**src/rtl/pipe_result_monitor.sv**
```systemverilog
// Result-stream monitor: after a warmup window it folds every change of alu_out
// into a 32-bit MISR and flags quiet completion (with golden compare) or timeout.
module pipe_result_monitor #(
  parameter int          WARMUP        = 5,
  parameter int          STABLE_CYCLES = 8,
  parameter int          MAX_CYCLES    = 1000,
  parameter logic [31:0] GOLDEN_SIG    = 32'h0000_0000
) (
  input  logic        clk,
  input  logic        rst_n,
  input  logic        clear,
  input  logic [31:0] alu_out,
  output logic [31:0] signature,
  output logic [15:0] change_count,
  output logic [15:0] cycle_count,
  output logic        done,
  output logic        timeout,
  output logic        match
);

  localparam logic [1:0] S_WARMUP  = 2'd0;
  localparam logic [1:0] S_RUN     = 2'd1;
  localparam logic [1:0] S_DONE    = 2'd2;
  localparam logic [1:0] S_TIMEOUT = 2'd3;

  localparam logic [15:0] WARM_LAST   = 16'(WARMUP - 1);
  localparam logic [15:0] STABLE_LAST = 16'(STABLE_CYCLES - 1);
  localparam logic [15:0] CYCLE_LAST  = 16'(MAX_CYCLES - 1);

  logic [1:0]  state;
  logic [31:0] last_alu;
  logic [15:0] warm_cnt;
  logic [15:0] stable_cnt;
  logic        changed;

  // Taps 31, 21, 1, 0 shifted into bit 0, then the new bus value is folded in.
  function automatic logic [31:0] misr_step(input logic [31:0] s, input logic [31:0] d);
    logic fb;
    fb = s[31] ^ s[21] ^ s[1] ^ s[0];
    return {s[30:0], fb} ^ d;
  endfunction

  function automatic logic [15:0] sat_inc(input logic [15:0] v);
    return (v == 16'hFFFF) ? v : v + 16'd1;
  endfunction

  assign changed = (alu_out != last_alu);

  always_ff @(posedge clk or negedge rst_n) begin
    if (!rst_n) begin
      state        <= S_WARMUP;
      signature    <= 32'hFFFF_FFFF;
      last_alu     <= '0;
      change_count <= '0;
      cycle_count  <= '0;
      warm_cnt     <= '0;
      stable_cnt   <= '0;
      done         <= 1'b0;
      timeout      <= 1'b0;
      match        <= 1'b0;
    end else begin
      last_alu <= alu_out;
      if (clear) begin
        state        <= S_WARMUP;
        signature    <= 32'hFFFF_FFFF;
        change_count <= '0;
        cycle_count  <= '0;
        warm_cnt     <= '0;
        stable_cnt   <= '0;
        done         <= 1'b0;
        timeout      <= 1'b0;
        match        <= 1'b0;
      end else begin
        case (state)
          S_WARMUP: begin
            warm_cnt <= warm_cnt + 16'd1;
            if (warm_cnt == WARM_LAST) state <= S_RUN;
          end
          S_RUN: begin
            cycle_count <= cycle_count + 16'd1;
            if (changed) begin
              signature    <= misr_step(signature, alu_out);
              change_count <= sat_inc(change_count);
              stable_cnt   <= '0;
            end else begin
              stable_cnt <= stable_cnt + 16'd1;
            end
            // Quiet completion takes precedence over an exhausted budget.
            if (!changed && stable_cnt == STABLE_LAST) begin
              state <= S_DONE;
              done  <= 1'b1;
              match <= (signature == GOLDEN_SIG);
            end else if (cycle_count == CYCLE_LAST) begin
              state   <= S_TIMEOUT;
              timeout <= 1'b1;
            end
          end
          default: ;
        endcase
      end
    end
  end

endmodule

```
**config.mk**
```make
export PLATFORM = sky130hd
export DESIGN_NAME = pipe_result_monitor
export DESIGN_NICKNAME = d
export VERILOG_FILES = /design/src/rtl/pipe_result_monitor.sv
export SDC_FILE = /design/constraint.sdc
export NUM_CORES = 1
export LEC_CHECK = 0
export CORE_MARGIN = 5
export CORE_UTILIZATION = 45
export CTS_CLUSTER_SIZE = 25
export DETAILED_ROUTE_END_ITERATION = 16
export PLACE_DENSITY = 0.72
export SYNTH_ARGS = -nofsm -noshare
export SYNTH_HDL_FRONTEND = slang
export SYNTH_SLANG_ARGS = --single-unit
export TNS_END_PERCENT = 30
```
**constraint.sdc**
```tcl
create_clock -name clk -period 2.2 [get_ports clk]
set_input_delay 0.33 -clock clk [delete_from_list [all_inputs] [get_ports clk]]
set_output_delay 0.33 -clock clk [all_outputs]
set_load 0.01 [all_outputs]
```
==> flow_results.org, run 1 <==
** Die
- Row generation in the floorplan step produced 43 rows.
- Width of the die :: 129 um
- The die is 129 um tall.
- Boundary pin count :: 102
- Die area :: 16600 um^2
- Core region area :: 13800 um^2
- For this configuration, the core starts out at a cell density of 45.9%.

** GRT
- First-pass GRT wire length :: 26.9 mm
- GRT overflow :: 0
- Global routing used 20.3% of the available tracks.
- The number of antenna violations at the first check in global routing was 0.
- Via count of the first global-routing pass :: 5435
- Maximum number of pins on one net before global-route repair :: 92

** CTS
- Clock insertion delay at the later pin of the skew report :: 0.42 ns
- The tree is rooted in a sky130_fd_sc_hd__clkbuf_16.
- Clock tree synthesis inserted a total of 17 buffers.
- Clock buffer depth :: 2
- TritonCTS sink count :: 133
- The H-tree generated during clock tree synthesis spans 4 levels.
- After clock tree synthesis, the clock-pin slew on the worst setup and hold paths is 0.05 ns.
- Buffers inserted during post-CTS setup optimization :: 0
- CTS tree :: yes

** Logic synthesis
- In the synthesized netlist the async set-or-reset flop fraction comes to 100%.
- Post-synth net total :: 648
- Cell with the most instances after synthesis :: sky130_fd_sc_hd__dfrtp_1
- In this run the biggest area consumer among cell types represents 39.8% of the synthesized area.
- Post-synthesis sequential element count :: 133
- Top post-synthesis cells by count :: sky130_fd_sc_hd__dfrtp_1 (101), sky130_fd_sc_hd__xnor2_1 (73), sky130_fd_sc_hd__nor2_1 (56)
- Cell type with the highest aggregate area in the netlist :: sky130_fd_sc_hd__dfrtp_1
- After technology mapping, the gate count stands at 608.
- For this run, the leading register cell type out of synthesis is sky130_fd_sc_hd__dfrtp_1.
- Post-synthesis average cell area :: 10.4 um^2
- Summing every instance area after synthesis gives 6340 um^2.
- Sequential element share of the synthesized area :: 53.1%
- Warnings from Yosys :: 0
- Cells taking the most area after synthesis :: sky130_fd_sc_hd__dfrtp_1 (40%), sky130_fd_sc_hd__dfstp_2 (13%), sky130_fd_sc_hd__xnor2_1 (10%), sky130_fd_sc_hd__xor2_1 (4.0%), sky130_fd_sc_hd__a31oi_1 (3.6%)
- The synthesized design contains 0 enable-type register cells.
- Counting distinct cell types in the post-synthesis netlist gives 46.

** Final layout
- Number of nets at the end of the flow :: 798
- Share of final-layout standard cells stronger than drive strength 1 :: 17.5%
- In the final layout, the multi-input gates occupy 2870 um^2.
- P&R area growth vs syn :: 35.8%
- Inserted Diodes :: 0
- Once layout is complete, the cells apart from fillers number 951.
- Summing all flip-flop and latch instances after layout gives 3370 um^2.
- Fillcell total :: 1129
- Cells fill 62.3% of the core in the end.

** Power and ir drop
- In this run the power density over the cells is 749 nW/um^2.
- Leakage power :: 3.41 nW
- Across the VDD grid, the largest voltage drop is 0.510 mV.
- Post-layout power :: 6.45 mW

** Detailed routing
- DR vias :: 5222
- Antenna-violating nets left :: 0
- Summed over all layers, the routed wires come to 15.9 mm.
- In this run, the number of DRC markers left after iteration 0 of detailed routing was 301.
- Using the TritonRoute via totals, the vias-per-cell ratio works out to 5.49.
- The first detailed-routing pass ran for 4 iterations.
- Final routed DRC violation total :: 0
- Wire length per cell after detailed routing :: 16.7 um

** Setup path
- Max incr delay on CP :: 0.39 ns
- Gate family responsible for the most delay along the worst path :: simple AND/OR/NAND/NOR gates
- R2r endpoint :: match$_DFFE_PN0P_
- The setup path with the least slack is of type reg -> reg.
- Of all nets on the critical path, the largest fanout is 3.
- The worst register-to-register path has a setup slack of 0.13 ns.
- Signal arrival time at the worst endpoint :: 2.37 ns
- Traced cell by cell, the critical path runs through xnor2_1 > nand4_1 > nor4_4 > nand2_1 > or3_4 > a32o_1.
- The critical path contains buffers and inverters numbering 0 combined.
- Req. time, crit path :: 2.50 ns
- CP Capture Type :: flop
- Worst setup SP type :: flop
- The slowest stage of the critical path is the sky130_fd_sc_hd__or3_4 cell.
- Start point of the critical path :: last_alu[8]$_DFF_PN0_
- Start of the worst register-to-register path :: last_alu[8]$_DFF_PN0_
- The worst register-to-register path has a depth of 6.

** STA
- Relative slew slack :: 56.4%
- Setup violations remaining at the end of the flow were counted as 0.
- The final number of hold-violating endpoints was 0.
- Across all setup checks in the final design, the least slack found is 0.128 ns.
- Pins over their slew limit :: 0
- Final Critical Period :: 2.07 ns
- After layout, the worst path uses 94.2% of the clock period.
- Timing would allow up to 483 MHz.
- At the pin with the least slew margin, the transition time is 0.649 ns.
- Setup total negative slack on the finished layout was measured at 0 ns.
- For the final database, setup skew stands at 0.00860 ns.

** Placement
- Timing analysis after detailed placement gives a worst setup slack of -0.358 ns.
- At the end of routability-driven placement, the weighted congestion stood at 0.865.
- Final HPWL from detailed placement :: 11.1 mm
- In this run, placement finished with an instance count of 918.
- Port-buffer cells :: 101

** Status
- The flow ran to the end, and the final reports show no timing, DRC or antenna violations.

** Worst hold path
- Min-Delay Path Class :: in -> async

** Job
- Max Cap Viol :: 0
## repair_timing
item / CTS / global route
endpoints found under the setup margin: 0 / 11
endpoints found under the hold margin: 16 / 0
hold buffers: 1 / 0
resized for setup: 0 / 6
## worst max-delay path by stage
stage / end / slack (ns) / depth (start not counted)
2_1_floorplan: change_count[15]$_DFFE_PN0P_ / 0.09 / 8
3_3_place_gp: match$_DFFE_PN0P_ / -0.29 / 7
3_5_place_dp: match$_DFFE_PN0P_ / -0.36 / 7
4_1_cts: match$_DFFE_PN0P_ / 0.05 / 6
5_1_grt: stable_cnt[15]$_DFFE_PN0N_ / -0.01 / 7
6_report: match$_DFFE_PN0P_ / 0.13 / 6
## flip-flops by register name (all words and copies together) (netlist names)
name	flops
last_alu	32
state	2
cycle_count	16
stable_cnt	16
timeout	1
done	1
signature	32
warm_cnt	16
change_count	16
match	1
## area by class of cell
class | instances | share of cell area (%)
Sequential cell | 133 | 39.1
Multi-Input combinational cell | 441 | 33.3
Timing Repair Buffer | 159 | 17.3
Clock buffer | 23 | 5.66
Tap cell | 180 | 2.61
Clock inverter | 9 | 1.71
Inverter | 6 | 0.261
## routing by layer
layer	wire (um)	global-route usage [%]	share of wire [%]	vias to the layer above
met4	259	7.60	1.6	0
met5	0	0	0	-
met2	7720	32.3	48	167
li1	-	-	-	2476
met3	993	5.52	6.2	21
met1	6960	26.7	44	2558
## stage by stage
stage	area (um^2)	hold WS [ns]
global route	8610	0.342
detailed placement	7930	0.219
CTS	8580	0.324
global placement	7930	0.220
floorplan	6340	0.0344
finish	8610	0.330
## cell usage in the layout (no fill, tap or decap), types with 8 or more instances in the layout
cell / Yosys / routed
sky130_fd_sc_hd__buf_4: 1 / 54
sky130_fd_sc_hd__clkdlybuf4s50_1: 0 / 99
sky130_fd_sc_hd__xor2_1: 29 / 29
sky130_fd_sc_hd__nor3_1: 40 / 40
sky130_fd_sc_hd__a21oi_1: 17 / 15
sky130_fd_sc_hd__a31oi_1: 36 / 36
sky130_fd_sc_hd__nand4_1: 27 / 27
sky130_fd_sc_hd__clkbuf_16: 0 / 17
sky130_fd_sc_hd__and3_1: 8 / 8
sky130_fd_sc_hd__nor2_1: 56 / 56
sky130_fd_sc_hd__dfrtp_1: 101 / 101
sky130_fd_sc_hd__nor2b_1: 9 / 9
sky130_fd_sc_hd__dfstp_2: 32 / 32
sky130_fd_sc_hd__nor4_1: 17 / 17
sky130_fd_sc_hd__or4_1: 8 / 8
sky130_fd_sc_hd__nand3_1: 25 / 25
sky130_fd_sc_hd__nand2_1: 36 / 36
sky130_fd_sc_hd__xnor2_1: 73 / 72
## where the power goes
group	switching [mW]	internal, mW
sequential	0.115	2.59
clock	1.01	2.01
combinational	0.350	0.377
total	1.47	4.97
## cell families (layout without fill, tap and decap cells)
group / count (synthesis) / count (layout) / synth area share, %
simple gates: 247 / 247 / 20.2
mux: 9 / 9 / 1.54
fa+ha+maj: 5 / 5 / 0.986
xor+xnor: 102 / 102 / 14.1
buf+inv: 34 / 197 / 2.39
compound gates: 78 / 78 / 7.71
flops: 133 / 133 / 53.1
Power figures use the tool's default switching activity.
==> run 2: changes to the inputs <==
- CORE_ASPECT_RATIO: default -> 1.75
==> flow_results.org, run 2 (same netlist as run 1, synthesis figures left out) <==
** Status
- Result of the run :: complete, no violations

** STA
- Final period utilization :: 96.9%
- The clock arrives with 0.00677 ns of skew.
- Final hold analysis gives a worst-case slack of 0.231 ns.
- The final number of hold-violating endpoints is 0.
- For this run, the top clock speed supported by timing is 469 MHz.
- Relative slew slack :: 61.9%
- Setup violations remaining at the end of the flow were counted as 0.
- Pins over their slew limit :: 0
- Slew at the pin with the worst max-slew slack :: 0.572 ns
- Subtracting the final worst setup slack from the clock period gives 2.13 ns.

** Die
- Die Y :: 167 um
- Core region area :: 13800 um^2
- Die area :: 16700 um^2
- The floorplan has 57 rows.
- In this run the count of I/O pins placed on the die edge is 102.
- Starting density of the core :: 45.8%
- Width of the die :: 99.8 um

** Detailed routing
- Summing over every cut layer, the via total after detailed routing is 5283.
- Final routed DRC violation total :: 0
- Post-detailed-routing wire length :: 16.8 mm
- Vias per inst :: 5.54
- Detailed Route Iter0 Violations :: 284
- After detailed routing, the average wire length per cell comes to 17.7 um.
- Antenna-violating nets left :: 0
- Router iterations before antenna repair :: 5

** Setup path
- Worst setup SP type :: flop
- The critical path in this run is classified as reg -> reg.
- Req. time, crit path :: 2.49 ns
- The slowest stage of the critical path belongs to the cell sky130_fd_sc_hd__or3_4.
- Signal arrival time at the worst endpoint :: 2.43 ns
- CP Capture Type :: flop
- In this design, the stage delay of the slowest critical-path cell is 0.40 ns.
- Critical path cell sequence :: xnor2_1 > nand4_1 > nor4_4 > nand2_1 > or3_4 > a32o_1
- Measured in cells, the most critical reg-to-reg path has a length of 6.
- Maximum net fanout on the critical path :: 3

** Final layout
- Fill cells in the final layout number 1161.
- Final core utilization :: 62.5%
- Share of final-layout standard cells stronger than drive strength 1 :: 18.4%
- Summing all multi-input logic gate instances after layout gives 2880 um^2.
- Highest-count cells in the layout ignoring fill and taps :: sky130_fd_sc_hd__dfrtp_1 (101), sky130_fd_sc_hd__clkdlybuf4s50_1 (98), sky130_fd_sc_hd__xnor2_1 (72)
- At the end of the flow, the number of nets in the layout was 803.
- Combined flip-flop and latch cell area :: 3370 um^2
- The area growth from synthesis to layout is 36.4%.
- The library cell used most frequently in the layout, excluding fill and tap cells, is sky130_fd_sc_hd__dfrtp_1.
- The largest registers in the layout are last_alu x32, signature x32.
- The number of antenna diodes in the final layout is 0.

** Job
- The tool flagged a number of max-cap violations equal to 0.

** Placement
- Port-buffer cells :: 101
- After legalization and detailed placement, the total HPWL measured 12.1 mm.
- The congestion estimate from routability-driven global placement came to 0.874.

** GRT
- Global-route usage over all layers :: 20.9%
- Entering global routing, the biggest net connects 92 pins.
- Initial antenna violation count :: 0
- First-pass GRT wire length :: 27.9 mm
- Via count of the first global-routing pass :: 5646
- GRT overflow :: 0

** Power and ir drop
- VDD IR-drop max :: 0.567 mV
- Power spread over the standard cell area amounts to 734 nW/um^2.
- Leakage power :: 3.43 nW
- The design draws 6.35 mW.

** CTS
- Clock buffer depth :: 2
- TritonCTS built the clock tree.
- Number of levels the H-tree was split into :: 4
- Clock insertion delay at the later pin of the skew report :: 0.41 ns
- For this design, the sink count on the clock tree is 133.
- CTS Root Buffer Type :: sky130_fd_sc_hd__clkbuf_16
- Clock transition at path regs :: 0.06 ns
- Clock buffers created by TritonCTS :: 17

** Worst hold path
- Min-Delay Path Class :: in -> reg
- Counting instances, the worst hold path has a depth of 2.
==> run 2: changes by cell type in the layout (fill, tap and decap cells not counted), moves of 2 or more <==
| cell | before | now |
|---|---|---|
| sky130_fd_sc_hd__buf_4 | 54 | 58 |
| sky130_fd_sc_hd__clkinv_4 | 0 | 3 |
| sky130_fd_sc_hd__clkbuf_8 | 4 | 2 |
| sky130_fd_sc_hd__clkinvlp_4 | 1 | 3 |
==> run 2: worst max-delay path, delay by kind of cell (launching register included) <==
kind / cells / cell delay, ns
simple gates: 4 / 1.10
compound gates: 1 / 0.26
xor+xnor: 1 / 0.28
flops: 1 / 0.38
==> run 2: metrics by stage <==
stage          setup TNS (ns)  cell area (um^2)  setup slack, ns  cells
2_1_floorplan               0              6340           0.0923    608
3_3_place_gp            -8.12              7980           -0.254    920
3_5_place_dp           -15.81              7980           -0.372    920
4_1_cts                     0              8600           0.0334    953
5_1_grt              -0.00279              8650         -0.00279    953
6_report                    0              8650           0.0687    953
==> run 2: metal layers <==
layer	wire length [um]	global-route usage, %	up-vias
met2	9150	37.8	154
met1	6330	23.1	2612
met4	466	8.32	0
met3	875	4.65	27
li1	-	-	2490
met5	0	0	-
==> run 2: path summary, 6_finish.rpt <==
path | start | end | slack (ns)
min in group asynchronous | rst_n | cycle_count[13]$_DFFE_PN0N_ | 0.45
max | last_alu[30]$_DFF_PN0_ | match$_DFFE_PN0P_ | 0.07
max reg2reg | last_alu[30]$_DFF_PN0_ | match$_DFFE_PN0P_ | 0.07
max in group asynchronous | rst_n | signature[16]$_DFFE_PN1P_ | 1.00
min | alu_out[26] | last_alu[26]$_DFF_PN0_ | 0.23
min reg2reg | stable_cnt[15]$_DFFE_PN0N_ | stable_cnt[15]$_DFFE_PN0N_ | 0.50
==> run 2: cell type report <==
class                           instances  area share (%)
Clock buffer                           20            5.28
Tap cell                              177            2.56
Clock inverter                         12            1.78
Multi-Input combinational cell        441            33.3
Sequential cell                       133            38.9
Timing Repair Buffer                  164            17.9
Inverter                                6           0.260
==> run 2: power breakdown <==
| part | internal, mW | leakage, nW | total [mW] | switching (mW) |
|---|---|---|---|---|
| clock | 1.84 | 0.292 | 2.90 | 1.06 |
| sequential | 2.59 | 1.67 | 2.70 | 0.112 |
| combinational | 0.383 | 1.47 | 0.745 | 0.362 |
| total | 4.81 | 3.43 | 6.35 | 1.54 |
==> run 2: timing repair <==
item / in CTS / in global routing
hold buffers: 1 / 0
setup buffers: 0 / 0
gates resized for setup: 0 / 9
hold endpoints to repair: 28 / 0
setup endpoints to repair: 0 / 15
